--- config.mk ---
export PLATFORM = sky130hd
export DESIGN_NAME = fetch_unit
export DESIGN_NICKNAME = d
export VERILOG_FILES = /design/src/rtl/fetch_unit_pkg.sv /design/src/rtl/fetch_unit_ir_reg.sv /design/src/rtl/fetch_unit.sv
export SDC_FILE = /design/constraint.sdc
export NUM_CORES = 1
export LEC_CHECK = 0
export BUFFER_PORTS_ARGS = -buffer_cell sky130_fd_sc_hd__buf_4
export CORE_MARGIN = 2
export CORE_UTILIZATION = 26
export CTS_BUF_LIST = sky130_fd_sc_hd__clkbuf_16
export DETAILED_ROUTE_END_ITERATION = 12
export HOLD_SLACK_MARGIN = 0.1
export MAX_ROUTING_LAYER = met4
export SETUP_SLACK_MARGIN = 0.5
export SKIP_LAST_GASP = 1
export SLEW_MARGIN = 5
export SYNTH_ARGS = -nofsm -noshare
export SYNTH_HDL_FRONTEND = slang
export SYNTH_SLANG_ARGS = --single-unit
--- constraint.sdc ---
create_clock -name clk -period 2.4 [get_ports clk]
set_clock_uncertainty 0.2 [all_clocks]
set_input_delay 0.36 -clock clk [delete_from_list [all_inputs] [get_ports clk]]
set_output_delay 0.36 -clock clk [all_outputs]
set_load 0.02 [all_outputs]
--- src/rtl/fetch_unit_pkg.sv ---
// fetch_unit_pkg -- shared definitions for the instruction fetch unit.
//   * pc_src encodings for the next-PC selector
//   * fetch FSM state enum
//   * default RESET_PC and TIMEOUT_CYC values
//   * IR field bit positions (opcode / rs / rt / imediato)
package fetch_unit_pkg;

    localparam logic [31:0] RESET_PC_DEFAULT    = 32'h0000_0000;
    localparam int unsigned TIMEOUT_CYC_DEFAULT = 15;

    // Next-PC source select
    localparam logic [1:0] PC_SRC_SEQ    = 2'b00;  // pc + 4
    localparam logic [1:0] PC_SRC_BRANCH = 2'b01;  // branch_target
    localparam logic [1:0] PC_SRC_JUMP   = 2'b10;  // jump_target
    localparam logic [1:0] PC_SRC_REG    = 2'b11;  // reg_target

    typedef enum logic [1:0] {
        ST_IDLE = 2'd0,
        ST_REQ  = 2'd1,
        ST_DONE = 2'd2
    } fetch_state_t;

    // IR field positions
    localparam int OPCODE_MSB = 31;
    localparam int OPCODE_LSB = 26;
    localparam int RS_MSB     = 25;
    localparam int RS_LSB     = 21;
    localparam int RT_MSB     = 20;
    localparam int RT_LSB     = 16;
    localparam int IMM_MSB    = 15;
    localparam int IMM_LSB    = 0;

endpackage

--- src/rtl/fetch_unit_ir_reg.sv ---
// ir_reg -- 32-bit instruction register with load enable and asynchronous
// active-low clear, split into its decode fields.
// Ports:
//   clk      in   clock
//   clr_n    in   asynchronous active-low clear (IR <= 0)
//   load     in   capture d on the rising edge
//   d        in   32-bit instruction word
//   opcode   out  IR[31:26]
//   rs       out  IR[25:21]
//   rt       out  IR[20:16]
//   imediato out  IR[15:0]
module ir_reg
    import fetch_unit_pkg::*;
(
    input  logic        clk,
    input  logic        clr_n,
    input  logic        load,
    input  logic [31:0] d,
    output logic [5:0]  opcode,
    output logic [4:0]  rs,
    output logic [4:0]  rt,
    output logic [15:0] imediato
);

    logic [31:0] ir_q;

    always_ff @(posedge clk or negedge clr_n) begin
        if (!clr_n) begin
            ir_q <= 32'h0;
        end else if (load) begin
            ir_q <= d;
        end
    end

    assign opcode   = ir_q[OPCODE_MSB:OPCODE_LSB];
    assign rs       = ir_q[RS_MSB:RS_LSB];
    assign rt       = ir_q[RT_MSB:RT_LSB];
    assign imediato = ir_q[IMM_MSB:IMM_LSB];

endmodule

--- src/rtl/fetch_unit.sv ---
// fetch_unit -- instruction fetch: PC register, next-PC select, a three-state
// fetch FSM (IDLE/REQ/DONE) and the instruction register.
//
// Optional feature: define FETCH_TIMEOUT_EN to abort a fetch after
// TIMEOUT_CYC cycles without mem_ready (fetch_err pulses, pc/IR unchanged).
// Without it REQ waits indefinitely and fetch_err is tied low.
//
// Memory handshake: mem_rd is high exactly while in REQ, with mem_addr = pc
// held stable. The read completes on the first rising edge where mem_rd and
// mem_ready are both high; mem_rdata is captured on that edge. mem_ready
// outside REQ (e.g. a late answer to a request aborted by reset) is ignored.
//
// Ports:
//   clk, reset (async, active-low)
//   start, pc_write, pc_src[1:0], branch_target, jump_target, reg_target
//   mem_rd, mem_addr[31:0], mem_ready, mem_rdata[31:0]
//   opcode[5:0], rs[4:0], rt[4:0], imediato[15:0]  latched IR fields
//   pc[31:0], pc_upper[3:0]
//   ir_valid, busy, align_err, fetch_err           status pulses/levels
//   state_dbg[1:0]                                 current FSM state
module fetch_unit
    import fetch_unit_pkg::*;
#(
    parameter logic [31:0] RESET_PC    = RESET_PC_DEFAULT,
    parameter int unsigned TIMEOUT_CYC = TIMEOUT_CYC_DEFAULT
) (
    input  logic        clk,
    input  logic        reset,
    input  logic        start,
    input  logic        pc_write,
    input  logic [1:0]  pc_src,
    input  logic [31:0] branch_target,
    input  logic [31:0] jump_target,
    input  logic [31:0] reg_target,
    output logic        mem_rd,
    output logic [31:0] mem_addr,
    input  logic        mem_ready,
    input  logic [31:0] mem_rdata,
    output logic [5:0]  opcode,
    output logic [4:0]  rs,
    output logic [4:0]  rt,
    output logic [15:0] imediato,
    output logic [31:0] pc,
    output logic [3:0]  pc_upper,
    output logic        ir_valid,
    output logic        busy,
    output logic        align_err,
    output logic        fetch_err,
    output logic [1:0]  state_dbg
);

    fetch_state_t state_q, state_d;
    logic [31:0]  pc_q;
    logic [31:0]  pc_plus4;
    logic [31:0]  pc_sel;
    logic         pc_load;
    logic         fetch_done;
    logic         timeout_hit;
    logic         align_q;

    assign pc_plus4 = pc_q + 32'd4;  // wraps modulo 2^32

    always_comb begin
        pc_sel = pc_plus4;
        case (pc_src)
            PC_SRC_BRANCH: pc_sel = branch_target;
            PC_SRC_JUMP:   pc_sel = jump_target;
            PC_SRC_REG:    pc_sel = reg_target;
            default:       pc_sel = pc_plus4;
        endcase
    end

    // pc_write wins over start in IDLE and is ignored while busy.
    assign pc_load    = (state_q == ST_IDLE) && pc_write;
    assign fetch_done = (state_q == ST_REQ) && mem_ready;

`ifdef FETCH_TIMEOUT_EN
    localparam int CNT_W = $clog2(TIMEOUT_CYC + 1);
    logic [CNT_W-1:0] wait_cnt;
    logic             fetch_err_q;

    // The cycle carrying the TIMEOUT_CYC-th consecutive wait aborts.
    assign timeout_hit = (state_q == ST_REQ) && !mem_ready &&
                         (wait_cnt == CNT_W'(TIMEOUT_CYC - 1));

    always_ff @(posedge clk or negedge reset) begin
        if (!reset) begin
            wait_cnt    <= '0;
            fetch_err_q <= 1'b0;
        end else begin
            fetch_err_q <= timeout_hit;
            if ((state_q == ST_REQ) && !mem_ready && !timeout_hit) begin
                wait_cnt <= wait_cnt + CNT_W'(1);
            end else begin
                wait_cnt <= '0;
            end
        end
    end

    assign fetch_err = fetch_err_q;
`else
    assign timeout_hit = 1'b0;
    assign fetch_err   = 1'b0;
`endif

    // FSM state register
    always_ff @(posedge clk or negedge reset) begin
        if (!reset) begin
            state_q <= ST_IDLE;
        end else begin
            state_q <= state_d;
        end
    end

    // FSM next state and outputs
    always_comb begin
        state_d  = state_q;
        mem_rd   = 1'b0;
        ir_valid = 1'b0;
        busy     = 1'b1;
        case (state_q)
            ST_IDLE: begin
                busy = 1'b0;
                if (start && !pc_write) begin
                    state_d = ST_REQ;
                end
            end
            ST_REQ: begin
                mem_rd = 1'b1;
                if (mem_ready) begin
                    state_d = ST_DONE;
                end else if (timeout_hit) begin
                    state_d = ST_IDLE;
                end
            end
            ST_DONE: begin
                ir_valid = 1'b1;
                state_d  = ST_IDLE;
            end
            default: begin
                state_d = ST_IDLE;
            end
        endcase
    end

    // PC register: loads force word alignment; misalignment is flagged one
    // cycle later through align_q.
    always_ff @(posedge clk or negedge reset) begin
        if (!reset) begin
            pc_q    <= RESET_PC;
            align_q <= 1'b0;
        end else begin
            align_q <= pc_load && (pc_sel[1:0] != 2'b00);
            if (pc_load) begin
                pc_q <= {pc_sel[31:2], 2'b00};
            end else if (fetch_done) begin
                pc_q <= pc_plus4;
            end
        end
    end

    ir_reg u_ir_reg (
        .clk      (clk),
        .clr_n    (reset),
        .load     (fetch_done),
        .d        (mem_rdata),
        .opcode   (opcode),
        .rs       (rs),
        .rt       (rt),
        .imediato (imediato)
    );

    assign mem_addr  = pc_q;
    assign pc        = pc_q;
    assign pc_upper  = pc_q[31:28];
    assign align_err = align_q;
    assign state_dbg = state_q;

endmodule

==> run_summary.xml <==
<?xml version="1.0" encoding="UTF-8"?>
<metrics>
  <group name="status">
    <metric name="run_status" unit="">completed</metric>
  </group>
  <group name="timing">
    <metric name="final_min_period_over_clock_period" unit="">0.803</metric>
    <metric name="timing.final.ws_setup" unit="ns">0.473</metric>
    <metric name="timing_max_transition_violations_final" unit="">0</metric>
    <metric name="setup_viol" unit="">0</metric>
    <metric name="finalWorstPathRequiredPeriod" unit="ns">1.93</metric>
    <metric name="grt_setup_unrepaired" unit="">true</metric>
    <metric name="fin_setup_tns" unit="ns">0</metric>
    <metric name="final_hold_viol_count" unit="">0</metric>
    <metric name="whs" unit="ns">0.147</metric>
    <metric name="achievable-frequency" unit="MHz">519</metric>
  </group>
  <group name="global_routing">
    <metric name="grt_util_all_layers" unit="">0.195</metric>
    <metric name="grt_pass1_vias" unit="">4872</metric>
    <metric name="grt_overflow" unit="">0</metric>
    <metric name="antenna_violations_before_repair" unit="">0</metric>
    <metric name="grt_start_max_net_pins" unit="">46</metric>
    <metric name="grt_first_pass_wirelength" unit="microns">26600</metric>
  </group>
  <group name="clock_network">
    <metric name="ctsHtreeMaxLevel" unit="">3</metric>
    <metric name="clock_sink_count" unit="">65</metric>
    <metric name="ctsRootBufferMaster" unit="">sky130_fd_sc_hd__clkbuf_16</metric>
    <metric name="cts-buffers-inserted" unit="">9</metric>
    <metric name="tritoncts" unit="">yes</metric>
    <metric name="worst_setup_hold_path_clk_slew" unit="ns">0.06</metric>
    <metric name="ctsLongestPathBuffers" unit="">2</metric>
    <metric name="clock_insertion_delay_worst_skew" unit="ns">0.33</metric>
  </group>
  <group name="die">
    <metric name="chipWidth" unit="microns">136</metric>
    <metric name="floorplan.initialDensity" unit="">0.264</metric>
    <metric name="core_area" unit="sq mm">0.0172</metric>
    <metric name="dieArea" unit="sq mm">0.0186</metric>
    <metric name="floorplan.io_pins" unit="">242</metric>
    <metric name="die_height" unit="microns">136</metric>
    <metric name="std_cell_rows" unit="">48</metric>
  </group>
  <group name="cells_and_area">
    <metric name="layout.cell_area.non_filler" unit="sq mm">0.00744</metric>
    <metric name="n_fill_cell" unit="">1640</metric>
    <metric name="most_frequent_standard_cell_in_the_layout_excluding_fill_and_tap_cells" unit="">sky130_fd_sc_hd__buf_4</metric>
    <metric name="layout-drive-gt1-share" unit="">0.564</metric>
    <metric name="multi_input_comb_area" unit="sq mm">0.00259</metric>
    <metric name="syn_to_final_growth" unit="%">63.3</metric>
    <metric name="final-seq-area" unit="sq mm">0.00164</metric>
    <metric name="antenna_cells" unit="">0</metric>
    <metric name="layout.cells.most_common_list" unit="">sky130_fd_sc_hd__buf_4, sky130_fd_sc_hd__dfrtp_1, sky130_fd_sc_hd__mux2_2</metric>
    <metric name="count_of_nets_after_finishing" unit="">857</metric>
  </group>
  <group name="placement">
    <metric name="placed_area" unit="sq mm">0.00642</metric>
    <metric name="gp_routability_congestion" unit="">0.912</metric>
    <metric name="placement.io_buffers" unit="">236</metric>
    <metric name="dp_hpwl" unit="microns">13400</metric>
    <metric name="preCtsSetupSlack" unit="ns">0.182</metric>
  </group>
  <group name="min_path">
    <metric name="holdCritPathClass" unit="">in2reg</metric>
  </group>
  <group name="synth">
    <metric name="synth_xor_xnor_area_share" unit="">0.00577</metric>
    <metric name="synthMuxAreaShare" unit="">0.157</metric>
    <metric name="syn_inst" unit="">452</metric>
    <metric name="synth_compound_area_frac" unit="">0.192</metric>
    <metric name="yosysUniqueCellTypes" unit="">67</metric>
    <metric name="synth_async_sr_flop_share" unit="">1.00</metric>
    <metric name="synth_top_family_by_area" unit="">compound AO/OA/AOI/OAI gates</metric>
    <metric name="synth_area_leaders" unit="">sky130_fd_sc_hd__dfrtp_1, sky130_fd_sc_hd__mux2_2, sky130_fd_sc_hd__buf_4</metric>
    <metric name="sequential_to_total_area_share_from_yosys_stat" unit="">0.357</metric>
    <metric name="synth.avg_cell_area" unit="sq um">10.1</metric>
    <metric name="synth.ff_latch_count" unit="">65</metric>
    <metric name="synth_edf_count" unit="">0</metric>
    <metric name="synth_area" unit="sq mm">0.00455</metric>
    <metric name="synth_adder_area_share" unit="">0.00275</metric>
    <metric name="ys_dominant_reg_cell" unit="">sky130_fd_sc_hd__dfrtp_1</metric>
    <metric name="yosys_warnings" unit="">0</metric>
    <metric name="synth.largest_area_cell" unit="">sky130_fd_sc_hd__dfrtp_1</metric>
    <metric name="simple_gate_portion_of_the_synthesized_area" unit="">0.174</metric>
    <metric name="synthDominantCellAreaShare" unit="">0.357</metric>
  </group>
  <group name="route">
    <metric name="via_per_inst" unit="">5.14</metric>
    <metric name="remaining_antenna_violation_count_after_routing" unit="">0</metric>
    <metric name="via_count" unit="">4883</metric>
    <metric name="drt_iter0_markers" unit="">324</metric>
    <metric name="drcViolationCount" unit="">0</metric>
    <metric name="routed_wirelength" unit="microns">18300</metric>
    <metric name="detail_route.first_pass.iterations" unit="">5</metric>
    <metric name="wl_per_cell" unit="microns">19.3</metric>
  </group>
  <group name="setup_path">
    <metric name="start_kind" unit="">register</metric>
    <metric name="worstPathRequired" unit="ns">2.41</metric>
    <metric name="regToRegSetupSlack" unit="ns">0.47</metric>
    <metric name="worstSetupEndpointType" unit="">register</metric>
    <metric name="worstSetupPathType" unit="">reg2reg</metric>
    <metric name="worstPathArrival" unit="ns">1.93</metric>
    <metric name="crit_fanout" unit="">4</metric>
  </group>
  <group name="power">
    <metric name="static-leakage-power" unit="uW">0.00340</metric>
    <metric name="cellPowerDensity" unit="mW/mm^2">896</metric>
    <metric name="maximum_vdd_drop" unit="uV">523</metric>
  </group>
  <group name="run">
    <metric name="cap_viol_max_count" unit="">0</metric>
  </group>
</metrics>
## worst paths after layout
check | end | from | depth (start not counted)
setup / recovery | mem_addr[22] | mem_addr[6] | 5
hold / removal | mem_addr[3] | branch_target[3] | 3
setup reg to reg | mem_addr[22] | mem_addr[6] | 5
hold reg to reg | u_ir_reg.ir_q[17] | u_ir_reg.ir_q[17] | 1
max in group asynchronous | mem_addr[5] | reset | 3
min in group asynchronous | mem_addr[28] | reset | 2
## power by group
group	internal (uW)	total, uW	switching (uW)
Clock	783	1270	487
Combinational	1620	3470	1850
Sequential	1480	1920	446
Total	3880	6660	2780
## repair_timing
item                                    4_1_cts  5_1_grt
pin swaps                                     9       13
cloned                                        0        0
resized for setup                            27       22
setup buffers                                10       13
endpoints found under the setup margin       30       60
hold buffers                                 34        0
endpoints found under the hold margin        98        0
## synthesized netlist by cell type (all sizes together) (2+ instances only)
cell type / n
a2111oi: 2
a211oi: 7
a21o: 2
a21oi: 35
a221oi: 3
a22o: 9
a22oi: 21
a31o: 5
a31oi: 2
and2: 3
and3: 5
and4: 7
buf: 59
clkbuf: 10
dfrtp: 65
inv: 7
mux2: 51
mux2i: 14
nand2: 10
nand2b: 2
nand3: 17
nand4: 13
nand4b: 3
nor2: 15
nor2b: 3
nor3: 17
nor3b: 2
nor4: 7
o211ai: 3
o21ai: 22
o22a: 2
o22ai: 2
o2bb2ai: 3
o311ai: 6
or2: 4
xnor2: 3
## registers in the layout (all words and copies together) (netlist names)
register	count
state_dbg	2
u_ir_reg.ir_q	32
align_err	1
mem_addr	30
## per-stage QoR
step           cells  power, uW  utilization
6_report         950       6660        0.431
3_5_place_dp     878       5080        0.372
5_1_grt          950       6980        0.431
4_1_cts          937       6510        0.420
2_1_floorplan    456       3730            -
3_3_place_gp     878       5040        0.372
## kinds of logic after synthesis
group,after synthesis
multiplexers,65
flip-flops,65
AO/OA/AOI/OAI,129
adder cells (fa/ha/maj),1
AND/OR/NAND/NOR,112
other,1
buffers and inverters,76
XOR/XNOR,3
## worst max-delay path, cell delays in order, from the launching register on
cell	delay, ns
sky130_fd_sc_hd__dfrtp_1	0.43
sky130_fd_sc_hd__buf_4	0.19
sky130_fd_sc_hd__and3_1	0.28
sky130_fd_sc_hd__nand4_1	0.23
sky130_fd_sc_hd__o311ai_2	0.35
sky130_fd_sc_hd__nand3_1	0.12
## per-layer routing
layer	vias up	wire, microns	track usage
li1	2227	-	-
met2	257	9140	0.336
met3	29	1230	0.0350
met5	-	0	-
met1	2370	7450	0.222
met4	0	463	0.0845
## layout make-up
type                       count  share of cell area
tap                          225              0.0379
multi-input combinational    315               0.348
inverter                       7             0.00353
sequential                    65               0.220
clock inverter                 6             0.00690
timing repair buffer         323               0.353
clock buffer                   9              0.0303
(Power assumes the default switching activity.)
